`src/rtl/ifetch_ctrl_if.sv`:
```
`default_nettype none
// ============================================================================
//  Module      : ifetch_ctrl_if
//  Description : Bus bundle between the fetch sequencer, the instruction ROM
//                and the IF/ID stage.
//                  cs_rom   - ROM chip-select
//                  pc_addr  - ROM byte address
//                  i_in     - ROM read data, combinational from pc_addr
//                  if_valid - head of the prefetch FIFO is valid
//                  if_instr - head instruction
//                  if_pc    - head instruction address
//                  id_ready - decode accepts the head on this edge
//                Modports: master = fetch sequencer, slave = ROM/decode side.
//  Revision    : 1.0 - initial release
// ============================================================================
interface ifetch_ctrl_if #(
    parameter int INSTR_WIDTH = 32
);
    logic                   cs_rom;
    logic [INSTR_WIDTH-1:0] pc_addr;
    logic [INSTR_WIDTH-1:0] i_in;
    logic                   if_valid;
    logic [INSTR_WIDTH-1:0] if_instr;
    logic [INSTR_WIDTH-1:0] if_pc;
    logic                   id_ready;

    modport master (
        output cs_rom, pc_addr, if_valid, if_instr, if_pc,
        input  i_in, id_ready
    );

    modport slave (
        input  cs_rom, pc_addr, if_valid, if_instr, if_pc,
        output i_in, id_ready
    );
endinterface
`default_nettype wire

```
`src/rtl/ifetch_ctrl.sv`:
```
`default_nettype none
// ============================================================================
//  Module      : ifetch_ctrl
//  Description : Instruction-fetch sequencer. Owns the fetch PC, drives the
//                combinational instruction ROM, buffers returned words in a
//                first-word-fall-through prefetch FIFO and presents
//                {pc, instr} to IF/ID with a valid/ready handshake.
//                Redirects flush the FIFO and restart fetch at the target.
//  Ports       : clk, rst_n (async, active low)
//                fetch_en        - fetch enable (queued entries still drain)
//                redirect_valid  - branch/jump taken this cycle
//                redirect_pc     - redirect target byte address
//                bus (master)    - ROM and IF/ID signals, see ifetch_ctrl_if
//                fifo_count      - occupied prefetch entries
//                addr_fault      - sticky out-of-range fetch flag
//  Options     : IFETCH_RANGE_CHECK_EN - stop fetching past ROM_DEPTH and
//                enter the FAULT state; when undefined addr_fault is 0.
//  Revision    : 1.0 - initial release
// ============================================================================
module ifetch_ctrl #(
    parameter int                     INSTR_WIDTH = 32,
    parameter int                     FIFO_DEPTH  = 4,
    parameter logic [INSTR_WIDTH-1:0] RESET_PC    = '0,
    parameter int                     ROM_DEPTH   = 256
) (
    input  wire logic                         clk,
    input  wire logic                         rst_n,
    input  wire logic                         fetch_en,
    input  wire logic                         redirect_valid,
    input  wire logic [INSTR_WIDTH-1:0]       redirect_pc,
    ifetch_ctrl_if.master                     bus,
    output logic      [$clog2(FIFO_DEPTH):0]  fifo_count,
    output logic                              addr_fault
);

    localparam int c_AW = $clog2(FIFO_DEPTH);
    localparam int c_CW = c_AW + 1;

    localparam logic [1:0] c_ST_IDLE  = 2'd0;
    localparam logic [1:0] c_ST_FETCH = 2'd1;
    localparam logic [1:0] c_ST_HOLD  = 2'd2;
`ifdef IFETCH_RANGE_CHECK_EN
    localparam logic [1:0] c_ST_FAULT = 2'd3;
    localparam logic [INSTR_WIDTH-1:0] c_ROM_LAST = INSTR_WIDTH'(ROM_DEPTH - 4);
`endif

    logic [1:0]             r_state;
    logic [1:0]             w_next_state;
    logic [INSTR_WIDTH-1:0] r_fetch_pc;
    logic [c_AW-1:0]        r_wr_ptr;
    logic [c_AW-1:0]        r_rd_ptr;
    logic [c_CW-1:0]        r_count;
    logic [INSTR_WIDTH-1:0] r_mem_pc    [FIFO_DEPTH];
    logic [INSTR_WIDTH-1:0] r_mem_instr [FIFO_DEPTH];
    logic [INSTR_WIDTH-1:0] r_last_pc;
    logic [INSTR_WIDTH-1:0] r_last_instr;

    logic w_full;
    logic w_empty;
    logic w_fault_cond;
    logic w_push;
    logic w_pop;

    assign w_full  = (r_count == c_CW'(FIFO_DEPTH));
    assign w_empty = (r_count == '0);

`ifdef IFETCH_RANGE_CHECK_EN
    logic r_addr_fault;

    assign w_fault_cond = (r_fetch_pc > c_ROM_LAST);
    assign addr_fault   = r_addr_fault;

    always_ff @(posedge clk or negedge rst_n) begin
        if (!rst_n) begin
            r_addr_fault <= 1'b0;
        end else if (redirect_valid) begin
            r_addr_fault <= 1'b0;
        end else if ((r_state == c_ST_FETCH) && w_fault_cond) begin
            r_addr_fault <= 1'b1;
        end
    end
`else
    // The range compare has no consumer in this build.
    logic w_unused_range;

    assign w_unused_range = (r_fetch_pc > INSTR_WIDTH'(ROM_DEPTH - 4));
    assign w_fault_cond   = 1'b0;
    assign addr_fault     = 1'b0;
`endif

    // Redirect discards any push or pop on its edge; cs_rom already excludes it.
    assign w_push = bus.cs_rom;
    assign w_pop  = bus.if_valid && bus.id_ready && !redirect_valid;

    // ------------------------------------------------------------------
    // FSM: state register
    // ------------------------------------------------------------------
    always_ff @(posedge clk or negedge rst_n) begin
        if (!rst_n) begin
            r_state <= c_ST_IDLE;
        end else begin
            r_state <= w_next_state;
        end
    end

    // ------------------------------------------------------------------
    // FSM: next state
    // ------------------------------------------------------------------
    always_comb begin
        w_next_state = r_state;
        if (redirect_valid) begin
            w_next_state = c_ST_FETCH;
        end else begin
            case (r_state)
                c_ST_IDLE: begin
                    if (fetch_en) w_next_state = c_ST_FETCH;
                end
                c_ST_FETCH: begin
                    if (w_full || !fetch_en) w_next_state = c_ST_HOLD;
`ifdef IFETCH_RANGE_CHECK_EN
                    if (w_fault_cond) w_next_state = c_ST_FAULT;
`endif
                end
                c_ST_HOLD: begin
                    if (!w_full && fetch_en) w_next_state = c_ST_FETCH;
                end
`ifdef IFETCH_RANGE_CHECK_EN
                c_ST_FAULT: begin
                    w_next_state = c_ST_FAULT;
                end
`endif
                default: begin
                    w_next_state = c_ST_IDLE;
                end
            endcase
        end
    end

    // ------------------------------------------------------------------
    // FSM: outputs. Head is presented combinationally; when the FIFO is
    // empty the last popped entry is shown so the outputs stay stable.
    // ------------------------------------------------------------------
    always_comb begin
        bus.cs_rom   = (r_state == c_ST_FETCH) && fetch_en && !w_full &&
                       !redirect_valid && !w_fault_cond;
        bus.pc_addr  = r_fetch_pc;
        bus.if_valid = !w_empty;
        bus.if_pc    = w_empty ? r_last_pc    : r_mem_pc[r_rd_ptr];
        bus.if_instr = w_empty ? r_last_instr : r_mem_instr[r_rd_ptr];
        fifo_count   = r_count;
    end

    // ------------------------------------------------------------------
    // Fetch PC, FIFO pointers/count and last-popped holding registers
    // ------------------------------------------------------------------
    always_ff @(posedge clk or negedge rst_n) begin
        if (!rst_n) begin
            r_fetch_pc   <= RESET_PC;
            r_wr_ptr     <= '0;
            r_rd_ptr     <= '0;
            r_count      <= '0;
            r_last_pc    <= '0;
            r_last_instr <= '0;
        end else if (redirect_valid) begin
            r_fetch_pc <= {redirect_pc[INSTR_WIDTH-1:2], 2'b00};
            r_wr_ptr   <= '0;
            r_rd_ptr   <= '0;
            r_count    <= '0;
        end else begin
            if (w_push) begin
                r_fetch_pc <= r_fetch_pc + INSTR_WIDTH'(4);
                r_wr_ptr   <= r_wr_ptr + c_AW'(1);
            end
            if (w_pop) begin
                r_rd_ptr     <= r_rd_ptr + c_AW'(1);
                r_last_pc    <= r_mem_pc[r_rd_ptr];
                r_last_instr <= r_mem_instr[r_rd_ptr];
            end
            case ({w_push, w_pop})
                2'b10:   r_count <= r_count + c_CW'(1);
                2'b01:   r_count <= r_count - c_CW'(1);
                default: r_count <= r_count;
            endcase
        end
    end

    // FIFO storage needs no reset: entries are only visible once counted.
    always_ff @(posedge clk) begin
        if (w_push) begin
            r_mem_pc[r_wr_ptr]    <= r_fetch_pc;
            r_mem_instr[r_wr_ptr] <= bus.i_in;
        end
    end

endmodule
`default_nettype wire

```
`src/flat_wrapper.sv`:
```
// flat-port wrapper written by rule: the top's interface ports become plain ports
module ifetch_ctrl_flat 
#(
    parameter int                     INSTR_WIDTH = 32,
    parameter int                     FIFO_DEPTH  = 4,
    parameter logic [INSTR_WIDTH-1:0] RESET_PC    = '0,
    parameter int                     ROM_DEPTH   = 256
)
  (clk, rst_n, fetch_en, redirect_valid, redirect_pc, fifo_count, addr_fault, bus_cs_rom, bus_pc_addr, bus_if_valid, bus_if_instr, bus_if_pc, bus_i_in, bus_id_ready);
  ifetch_ctrl_if #(.INSTR_WIDTH(INSTR_WIDTH)) bus_i ();
  input  wire logic clk;
  input  wire logic rst_n;
  input  wire logic fetch_en;
  input  wire logic redirect_valid;
  input  wire logic [INSTR_WIDTH-1:0] redirect_pc;
  output logic      [$clog2(FIFO_DEPTH):0] fifo_count;
  output logic addr_fault;
  output wire logic [$bits(bus_i.cs_rom)-1:0] bus_cs_rom;
  output wire logic [$bits(bus_i.pc_addr)-1:0] bus_pc_addr;
  output wire logic [$bits(bus_i.if_valid)-1:0] bus_if_valid;
  output wire logic [$bits(bus_i.if_instr)-1:0] bus_if_instr;
  output wire logic [$bits(bus_i.if_pc)-1:0] bus_if_pc;
  input wire logic [$bits(bus_i.i_in)-1:0] bus_i_in;
  input wire logic [$bits(bus_i.id_ready)-1:0] bus_id_ready;
  assign bus_cs_rom = bus_i.cs_rom;
  assign bus_pc_addr = bus_i.pc_addr;
  assign bus_if_valid = bus_i.if_valid;
  assign bus_if_instr = bus_i.if_instr;
  assign bus_if_pc = bus_i.if_pc;
  assign bus_i.i_in = bus_i_in;
  assign bus_i.id_ready = bus_id_ready;
  ifetch_ctrl #(.INSTR_WIDTH(INSTR_WIDTH), .FIFO_DEPTH(FIFO_DEPTH), .RESET_PC(RESET_PC), .ROM_DEPTH(ROM_DEPTH)) u_core (.clk(clk), .rst_n(rst_n), .fetch_en(fetch_en), .redirect_valid(redirect_valid), .redirect_pc(redirect_pc), .bus(bus_i), .fifo_count(fifo_count), .addr_fault(addr_fault));
endmodule
```
`config.mk`:
```
export PLATFORM = sky130hd
export DESIGN_NAME = ifetch_ctrl_flat
export DESIGN_NICKNAME = d
export VERILOG_FILES = /design/src/rtl/ifetch_ctrl_if.sv /design/src/rtl/ifetch_ctrl.sv /design/src/flat_wrapper.sv
export SDC_FILE = /design/constraint.sdc
export NUM_CORES = 1
export LEC_CHECK = 0
export BUFFER_PORTS_ARGS = -buffer_cell sky130_fd_sc_hd__buf_2
export CAP_MARGIN = 5
export CORE_MARGIN = 3
export CORE_UTILIZATION = 58
export CTS_BUF_LIST = sky130_fd_sc_hd__clkbuf_16
export DETAILED_ROUTE_END_ITERATION = 8
export PLACE_DENSITY = 0.85
export SKIP_LAST_GASP = 1
export SLEW_MARGIN = 20
export SYNTH_ARGS = -nofsm -noshare
export SYNTH_HDL_FRONTEND = slang
export SYNTH_SLANG_ARGS = --single-unit
```
`constraint.sdc`:
```
create_clock -name clk -period 4.1 [get_ports clk]
set_clock_uncertainty 0.2 [all_clocks]
set_input_delay 0.82 -clock clk [delete_from_list [all_inputs] [get_ports clk]]
set_output_delay 0.82 -clock clk [all_outputs]
set_load 0.005 [all_outputs]
```
==> qor.yml, run 1 <==
run_status:
  status: "completed"
power:
  power_switching_mw: 2.824
  pwr-share-comb: 0.264
  p_seq_frac: 0.443
  p_int_mw: 7.619
  vdd_drop_max_mv: 0.6561
  clkPwrFrac: 0.293
  power_density_nw_per_um2: 619.9
  swShare: 0.2704
  leakage_nw: 6.063
synthesis:
  synthArstFlopShare: 0.2894
  synth_ff_type: "edfxtp_1"
  synth_area_um2: 14420
  avgSynthCellArea_um2: 17.86
  synth_edf_count: 248
  netlist_instances: 807
  yosysSeqAreaShare: 0.6919
  synth_cell_types: 58
  yosysWarnings: 0
  ys_ff_latch: 349
timing:
  tightest_slew_ns: 0.9235
  slew_headroom: 0.3843
  grt_setup_unrepaired: "no"
  finalCriticalPeriod_ns: 3.653
  finalHoldViolations: 0
  fmax_ghz: 0.2738
  setup_violations: 0
  tns_ns: 0
  whs_ns: 0.2340
  final_max_slew_viol_count: 0
  fin_crit_sh: 0.8909
worst_setup_path:
  crit_start: "u_core.r_rd_ptr[0]"
  r2r-start: "u_core.fifo_count[2]"
  start_kind: "flip-flop"
  crit_type: "flip-flop to output port"
  crit_buf_inv: 2
  cp_slowest_cell: "dfrtp_4"
  crit_arrival_ns: 2.63
  crit_family: "multiplexers"
  endpoint_kind: "output port"
  rr_worst_depth: 5
  required_ns: 3.08
  cp_cell_sequence: "buf_4 > mux4_2 > mux2_1 > buf_2"
  cp.depth: 4
  slowest_delay_ns: 0.81
  cp_max_fo: 27
clock_tree:
  cts-root-buf: "clkbuf_16"
  clkTransAtPathRegs_ns: 0.06
  cts_hold_buf: 0
  htree_levels: 2
  clock_latency_ns: 0.50
  numCtsBuffers: 36
  cts_sinks: 349
  clockBufferDepth: 3
  cts_resized: 0
  tritoncts: "yes"
  cts_setup_buffers: 0
place:
  globalplace.congestion: 0.8540
  dpl_cell_area_um2: 15730
  hpwl_um: 18360
  numPortBuffers: 163
  dp_cells: 1275
die:
  die_h_um: 163.7
  core_area_um2: 24390
  die-area_um2: 26780
  fp-row-count: 57
  die_width_um: 163.7
  io_pins: 171
  start_util: 0.5911
cells_and_area:
  design_area_um2: 16840
  drive_gt1_frac: 0.4039
  area_growth_pct: 16.85
  antenna_cells: 0
  final_nets: 1064
  final_util: 0.6906
  fin_cells: 1339
global_route:
  grt_max_degree: 62
  grt_pass1_vias: 8372
  grt_pass1_wl_um: 46970
  grt_usage: 0.2278
  antenna_found_initial: 0
  grt_overflow_total: 0
detailed_routing:
  dr.first_iter.drc_count: 698
  firstDrtPassIters: 8
  drc_errors: 0
  wl_um: 29750
  vias: 8177
  final_antenna_net_count: 0
  via_per_inst: 6.107
  routedWlPerCell_um: 22.22
worst_hold_path:
  hold_class: "input pin to async pin"
job:
  cap_violations: 0
[cells by family after synthesis]
logic type               after synthesis  share of synthesized area
AND/OR/NAND/NOR                      135                    0.05529
adder cells (fa/ha/maj)                6                   0.005728
other                                  1                  0.0002601
XOR/XNOR                              11                   0.006683
AO/OA/AOI/OAI                         65                    0.02907
multiplexers                         187                     0.1944
flip-flops                           349                     0.6919
buffers and inverters                 53                    0.01666
[cell usage after synthesis (4+ instances only)]
| cell type | instances | area [um2] |
|---|---|---|
| buf_4 | 5 | 37.54 |
| or3_1 | 8 | 50.05 |
| mux2_1 | 30 | 337.8 |
| or4_1 | 20 | 150.1 |
| nor3_1 | 5 | 25.02 |
| clkbuf_1 | 27 | 101.4 |
| xnor2_1 | 7 | 61.31 |
| dfrtp_1 | 101 | 2527 |
| o21ai_1 | 5 | 25.02 |
| nand2_1 | 24 | 90.09 |
| nand3_1 | 10 | 50.05 |
| nor2_1 | 26 | 97.59 |
| edfxtp_1 | 248 | 7447 |
| xor2_1 | 4 | 35.03 |
| a31oi_1 | 18 | 112.6 |
| mux2_2 | 94 | 1059 |
| nand4_1 | 12 | 75.07 |
| mux4_2 | 62 | 1396 |
| a21oi_1 | 5 | 25.02 |
| buf_2 | 12 | 60.06 |
| inv_1 | 6 | 22.52 |
| o21ai_0 | 12 | 60.06 |
| o31ai_1 | 13 | 97.59 |
| ha_1 | 5 | 62.56 |
| and3_1 | 5 | 31.28 |
[worst reg2reg max path: cells and delay by family (launching register included)]
family | cells | cell delay, ns
simple gates | 3 | 1.15
buf+inv | 2 | 0.58
flops | 1 | 0.47
[worst paths after layout]
path,to,slack [ns]
worst max-delay path,bus_if_pc[27],0.45
worst min-delay path,u_core.r_last_pc[3],0.23
worst max register to register,u_core.r_mem_instr[2][30],1.38
worst min register to register,u_core.r_last_pc[31],0.28
max in group asynchronous,u_core.r_last_instr[27],2.67
min in group clk,u_core.r_last_pc[31],0.28
[through the flow]
| step | total power [mW] | setup WS, ns |
|---|---|---|
| finish | 10.44 | 0.4475 |
| global route | 10.96 | 0.2735 |
| CTS | 10.57 | 0.3869 |
| detailed placement | 7.475 | 0.9273 |
| global placement | 7.362 | 0.9328 |
| floorplan | 6.340 | 0.5384 |
[state kept, by name, indices dropped and copies added (netlist names)]
register             cells
u_core.r_mem_instr     128
u_core.r_mem_pc        120
u_core.r_last_instr     32
u_core.bus.pc_addr      30
u_core.r_last_pc        30
u_core.fifo_count        3
u_core.r_rd_ptr          2
u_core.r_state           2
u_core.r_wr_ptr          2
[final cells by class]
type	count	area [um2]
Sequential cell	349	9982
Inverter	7	26.28
Clock buffer	37	925.9
Tap cell	324	405.4
Clock inverter	27	190.2
Multi-Input combinational cell	409	4249
Fill cell	1580	7546
Timing Repair Buffer	186	1066
[power by group through the flow]
stage	Sequential [mW]	Clock, mW	Combinational, mW
finish	4.62	3.06	2.75
floorplan	4.52	0	1.82
CTS	4.63	3.13	2.81
detailed placement	4.69	0	2.78
global route	4.70	3.27	2.99
global placement	4.65	0	2.71
[per-layer routing]
layer	vias to the layer above	track usage	wire, um	share of wire
met2	343	0.3745	14750	0.50
li1	3591	-	-	-
met1	4192	0.3231	12240	0.41
met4	0	0.05805	581	0.020
met5	-	0	0	0
met3	51	0.03830	2186	0.073
[cells in the final DEF (no fill, tap or decap), drive strengths merged, types with 2 or more instances in the layout]
master / count
and4: 2
nand4: 14
xnor2: 7
nor2: 26
o21ai: 17
nor4: 2
nor2b: 2
inv: 18
nor3b: 2
a31oi: 18
nand2: 24
bufinv: 3
nand3: 10
mux2: 124
o41ai: 2
o31ai: 13
conb: 5
or3b: 2
buf: 186
dfrtp: 101
or4: 22
or3: 8
clkbuf: 37
edfxtp: 248
a211oi: 2
a21oi: 5
ha: 5
nor3: 5
and3: 6
o211ai: 2
nand4bb: 2
nand3b: 2
mux4: 62
clkinv: 13
xor2: 4
Note: power is estimated with default switching activity, not from simulation.
==> run 2: changes to the inputs <==
MAX_ROUTING_LAYER = met4   (was unset)
==> run 2 against run 1 <==
Net effect: global-route usage increased by 1.1 points; clock power decreased by 3%; register-to-register slack improved by 0.04 ns; highest routed layer unchanged; cell count unchanged; die area unchanged; utilization decreased by 0.097 points; sequential power about the same; via count increased by 1.1%; total power decreased by 0.72%; largest power group unchanged; first-iteration DRC count increased by 0.86%.
==> qor.yml, run 2 (synthesis gave the netlist of run 1 again) <==
place:
  numPortBuffers: 163  # unchanged
  hpwl_um: 18910  # +3.0%
  globalplace.congestion: 0.8452  # -1.0%
  dp_cells: 1273  # -0.16%
worst_hold_path:
  hold_class: "input pin to async pin"
timing:
  finalCriticalPeriod_ns: 3.672  # +0.01959 ns
  fmax_ghz: 0.2723  # -0.53%
  final_max_slew_viol_count: 0  # unchanged
  slew_headroom: 0.4915  # +0.1072
  finalHoldViolations: 0  # unchanged
  fin_crit_sh: 0.8956  # +0.004778
  tightest_slew_ns: 0.7563  # -0.1672 ns
  grt_setup_unrepaired: "no"
  setup_violations: 0  # unchanged
  tns_ns: 0  # unchanged
power:
  clkPwrFrac: 0.286  # -0.007
  vdd_drop_max_mv: 0.3836  # -42%
  leakage_nw: 6.044  # -0.31%
  p_int_mw: 7.506  # -1.5%
  power_switching_mw: 2.861  # +1.3%
  power_density_nw_per_um2: 616.3  # -0.58%
  p_seq_frac: 0.447  # +0.004
  pwr-share-comb: 0.267  # +0.003
  swShare: 0.2760  # +0.005588
worst_setup_path:
  regToRegSetupSlack_ns: 1.42  # +0.04 ns
  required_ns: 3.08  # about the same
  cp_cell_sequence: "buf_4 > mux4_2 > mux2_1 > buf_2"
  cp_slowest_cell: "dfrtp_4"
  r2r-end: "u_core.fifo_count[2]"
  crit_type: "flip-flop to output port"
  crit_arrival_ns: 2.65  # +0.02 ns
  endpoint_kind: "output port"
  slowest_delay_ns: 0.83  # +0.02 ns
  start_kind: "flip-flop"
  cp_max_fo: 28  # +3.7%
  rr_worst_depth: 6  # +1
  r2r-start: "u_core.fifo_count[0]"
detailed_routing:
  via_per_inst: 6.176  # +1.1%
  final_antenna_net_count: 0  # unchanged
  drc_errors: 0  # unchanged
  wl_um: 30690  # +3.2%
  wl_met2_um: 15330  # +3.9%
  routedWlPerCell_um: 22.92  # +3.2%
  vias: 8269  # +1.1%
  m1WireLength_um: 12650  # +3.4%
  dr_wl_met3_um: 2142  # -2.0%
  firstDrtPassIters: 9  # +1
  dr.first_iter.drc_count: 704  # +0.86%
  top_layer: "met4"
clock_tree:
  htree_levels: 2  # unchanged
  cts_setup_buffers: 0  # unchanged
  cts_resized: 0  # unchanged
  clockBufferDepth: 3  # unchanged
  cts_sinks: 349  # unchanged
  cts-root-buf: "clkbuf_16"
  tritoncts: "yes"
  clkTransAtPathRegs_ns: 0.06  # about the same
  clock_latency_ns: 0.51  # about the same
  cts_hold_buf: 0  # unchanged
  numCtsBuffers: 36  # unchanged
run_status:
  status: "completed"
global_route:
  grt_pass1_vias: 8377  # +0.060%
  grt_usage: 0.2383  # +0.01056
  grt_pass1_wl_um: 47650  # +1.5%
  grt_max_degree: 51  # -18%
  grt_overflow_total: 0  # unchanged
  antenna_found_initial: 0  # unchanged
die:
  die_width_um: 163.7  # unchanged
  start_util: 0.5911  # unchanged
  die-area_um2: 26780  # unchanged
  fp-row-count: 57  # unchanged
  core_area_um2: 24390  # unchanged
  io_pins: 171  # unchanged
  die_h_um: 163.7  # unchanged
cells_and_area:
  final_cell_mix: "edfxtp_1, buf_2, dfrtp_1"
  final_util: 0.6896  # -0.0009750
  area_growth_pct: 16.68
  n_fill_cell: 1589  # +0.57%
  largest_reg_flops: 128  # unchanged
  drive_gt1_frac: 0.3980  # -0.005911
  layout_commonest_cell: "edfxtp_1"
  top_regs: "u_core.r_mem_instr: 128 flops, u_core.r_mem_pc: 120 flops, u_core.r_last_instr: 32 flops"
  antenna_cells: 0  # unchanged
  final_nets: 1062  # -0.19%
  fin_cells: 1339  # unchanged
  top_register: "u_core.r_mem_instr"
job:
  cap_violations: 0  # unchanged
-- run 2: cell types whose count changed in the layout (fill, tap and decap cells not counted) --
cell        change
buf_4           -4
inv_1           +5
buf_12          +2
clkinv_1        +1
inv_6           +2
clkinv_4        +1
clkinv_2        -6
clkinvlp_4      +1
bufinv_16       -2
-- run 2: cell type report --
type	count	area (um2)	area share
clock buffer	37	925.9	0.05504
clock inverter	29	156.4	0.009298
inverter	7	26.28	0.001562
multi-input combinational	409	4249	0.2526
sequential	349	9982	0.5934
tap	324	405.4	0.02410
timing repair buffer	184	1076	0.06397
-- run 2: worst max path at each step --
| stage | from | endpoint | slack, ns |
|---|---|---|---|
| final | u_core.r_rd_ptr[0] | bus_if_pc[27] | 0.43 |
| after global placement | u_core.r_rd_ptr[0] | bus_if_pc[27] | 0.95 |
| after global routing | u_core.r_rd_ptr[0] | bus_if_instr[12] | 0.28 |
| after detailed placement | u_core.r_rd_ptr[0] | bus_if_instr[16] | 0.93 |
| after floorplan | redirect_valid | u_core.r_mem_instr[3][0] | 0.54 |
| after CTS | u_core.r_rd_ptr[0] | bus_if_instr[16] | 0.38 |
-- run 2: power groups by stage --
| stage | Sequential (mW) | Clock (mW) | Combinational, mW |
|---|---|---|---|
| 2_1_floorplan | 4.52 | 0 | 1.82 |
| 3_3_place_gp | 4.65 | 0 | 2.73 |
| 3_5_place_dp | 4.70 | 0 | 2.80 |
| 4_1_cts | 4.63 | 3.01 | 2.82 |
| 5_1_grt | 4.69 | 3.17 | 3.00 |
| 6_report | 4.63 | 2.97 | 2.77 |
-- run 2: stage by stage --
stage          total power [mW]  hold slack, ns  cell area (um2)  setup WS [ns]
6_report                  10.37          0.1659            16820         0.4279
2_1_floorplan             6.340          0.2503            14430         0.5384
4_1_cts                   10.47          0.1906            16820         0.3753
3_3_place_gp              7.374          0.2606            15740         0.9461
3_5_place_dp              7.496          0.2721            15740         0.9293
5_1_grt                   10.86          0.2039            16820         0.2814
-- run 2: worst max-delay path, delay by kind of cell, from the launching register on --
family / cells / cell delay (ns)
buf+inv: 2 / 0.44
flops: 1 / 0.83
mux: 2 / 0.87
-- run 2: metal layers --
metal | track usage | vias up
met5 | - | -
met4 | 0.05383 | 0
met3 | 0.03398 | 53
met2 | 0.3808 | 369
met1 | 0.3338 | 4250
li1 | - | 3597
==> run 3: changes to the inputs <==
CORE_ASPECT_RATIO = 1.75   (was unset)
GPL_TIMING_DRIVEN = 0   (was unset)
==> run 3 against run 2 <==
Net effect: cell count rose by 0.15%; worst setup slack worse by 0.18 ns; total power fell by 1.8%; wire length up 6.2%; via count rose by 0.73%; worst hold slack improved by 0.12 ns; non-clock buffer count increased by 29; register-to-register slack got worse by 0.39 ns; critical path type unchanged; largest power group unchanged.
==> qor.yml, run 3 (synthesis gave the netlist of run 1 again) <==
run_status:
  status: "completed"
cells_and_area:
  largest_reg_flops: 128  # unchanged
  top_register: "u_core.r_mem_instr"
  final_util: 0.6921  # +0.002497
  multi_input_comb_area_um2: 4237  # -0.29%
  layout_commonest_cell: "edfxtp_1"
  fin_cells: 1341  # +0.15%
  n_fill_cell: 1609  # +1.3%
  top_regs: "u_core.r_mem_instr: 128 flops, u_core.r_mem_pc: 120 flops, u_core.r_last_instr: 32 flops"
  register_area_um2: 9975  # about the same
  final_cell_mix: "edfxtp_1, buf_2, dfrtp_1"
  area_growth_pct: 16.24
  final_nets: 1084  # +2.1%
  drive_gt1_frac: 0.3851  # -0.01297
global_route:
  grt_pass1_vias: 8982  # +7.2%
  grt_usage: 0.2547  # +0.01637
  grt_overflow_total: 0  # unchanged
  grt_max_degree: 73  # +43%
  grt_pass1_wl_um: 50920  # +6.8%
  antenna_found_initial: 2  # +2
power:
  p_seq_frac: 0.450  # +0.003
  power_mw: 10.18  # -1.8%
  pwr-share-comb: 0.278  # +0.011
  power_switching_mw: 2.814  # -1.7%
  leakage_nw: 6.009  # -0.58%
  p_int_mw: 7.362  # -1.9%
  power_density_nw_per_um2: 607.2  # -1.5%
  clkPwrFrac: 0.272  # -0.014
  vdd_drop_max_mv: 0.4101  # +6.9%
  swShare: 0.2765  # +0.0005569
detailed_routing:
  routedWlPerCell_um: 24.30  # +6.0%
  dr.first_iter.drc_count: 519  # -26%
  wl_um: 32590  # +6.2%
  final_antenna_net_count: 0  # unchanged
  wl_met2_um: 18120  # +18%
  vias: 8329  # +0.73%
  top_layer: "met4"
  dr_wl_met3_um: 1726  # -19%
  via_per_inst: 6.211  # +0.58%
  drc_errors: 0  # unchanged
  firstDrtPassIters: 5  # -4
  m1WireLength_um: 11400  # -9.9%
timing:
  whs_ns: 0.2822  # +0.1163 ns
  slew_headroom: 0.3080  # -0.1834
  tns_ns: 0  # unchanged
  fmax_ghz: 0.2594  # -4.8%
  finalHoldViolations: 0  # unchanged
  setup_violations: 0  # unchanged
  tightest_slew_ns: 1.034  # +0.2778 ns
  final_max_slew_viol_count: 0  # unchanged
  fin_crit_sh: 0.9404  # +0.04480
  finalCriticalPeriod_ns: 3.856  # +0.1837 ns
  grt_setup_unrepaired: "no"
clock_tree:
  cts-root-buf: "clkbuf_16"
  cts_resized: 0  # unchanged
  clockBufferDepth: 3  # unchanged
  numCtsBuffers: 29  # -19%
  cts_sinks: 349  # unchanged
  clkTransAtPathRegs_ns: 0.07  # about the same
  clock_latency_ns: 0.55  # +0.04 ns
  tritoncts: "yes"
  htree_levels: 1  # -1
worst_setup_path:
  r2r-end: "u_core.fifo_count[2]"
  required_ns: 3.08  # about the same
  r2r-start: "u_core.fifo_count[2]"
  cp_max_fo: 10  # -64%
  crit_arrival_ns: 2.84  # +0.19 ns
  crit_start: "u_core.r_rd_ptr[1]"
  rr_worst_depth: 7  # +1
  start_kind: "flip-flop"
  regToRegSetupSlack_ns: 1.03  # -0.39 ns
  endpoint_kind: "output port"
  crit_type: "flip-flop to output port"
  cp-endpoint: "bus_if_instr[26]"
die:
  die_h_um: 214.6  # +31%
  core_area_um2: 24210  # -0.74%
  die_width_um: 125.2  # -24%
  die-area_um2: 26860  # +0.28%
  io_pins: 171  # unchanged
  fp-row-count: 75  # +32%
  start_util: 0.5955  # +0.004399
place:
  numPortBuffers: 163  # unchanged
  dp_cells: 1287  # +1.1%
  hpwl_um: 21690  # +15%
  globalplace.congestion: 0.9508  # +12%
worst_hold_path:
  hold_class: "input pin to flip-flop"
job:
  cap_violations: 0  # unchanged
[run 3: repair_timing]
item	CTS	global route
hold buffers	1	0
setup endpoints to repair	5	50
hold endpoints to repair	29	0
buffers inserted	0	0
[run 3: layout make-up]
type,count,area share
tap,308,0.02300
buffer,44,0.01232
clock inverter,24,0.01359
multi-input combinational,409,0.2528
antenna,2,0.0002987
inverter,7,0.001568
clock buffer,29,0.04331
sequential,349,0.5952
timing repair buffer,169,0.05787
[run 3: power by group through the flow]
| stage | Sequential, mW | Clock, mW | Combinational, mW |
|---|---|---|---|
| 2_1_floorplan | 4.52 | 0 | 1.82 |
| 3_3_place_gp | 4.58 | 0 | 2.80 |
| 3_5_place_dp | 4.62 | 0 | 2.89 |
| 4_1_cts | 4.57 | 2.82 | 2.90 |
| 5_1_grt | 4.63 | 2.95 | 3.08 |
| 6_report | 4.57 | 2.77 | 2.83 |
[run 3: critical path, cell delays in order, from the launching register on]
cell and delay [ns]:
dfrtp_1 0.33, clkbuf_1 0.47, clkbuf_1 0.57, mux4_2 0.42, mux2_1 0.35, buf_2 0.14
[run 3: worst min path at each step]
stage	from	slack, ns	cells past startpoint	to
2_1_floorplan	u_core.r_last_instr[0]	0.25	1	u_core.r_last_instr[0]
3_3_place_gp	u_core.r_last_instr[1]	0.26	1	u_core.r_last_instr[1]
3_5_place_dp	u_core.r_last_instr[1]	0.27	1	u_core.r_last_instr[1]
4_1_cts	bus_i_in[0]	0.26	1	u_core.r_mem_instr[1][0]
5_1_grt	bus_i_in[23]	0.26	1	u_core.r_mem_instr[3][23]
6_report	redirect_pc[2]	0.28	3	u_core.bus.pc_addr[2]
[run 3: metal layers]
metal / vias up / GRT usage
li1: 3630 / -
met1: 4235 / 0.2842
met3: 90 / 0.03141
met2: 374 / 0.4587
met4: 0 / 0.1082
met5: - / -
[run 3: through the flow]
stage	setup WS (ns)	area, um2
3_3_place_gp	-1.097	15630
2_1_floorplan	0.5384	14430
6_report	0.2442	16760
4_1_cts	0.01037	16760
5_1_grt	0.07930	16760
3_5_place_dp	0.2678	15800
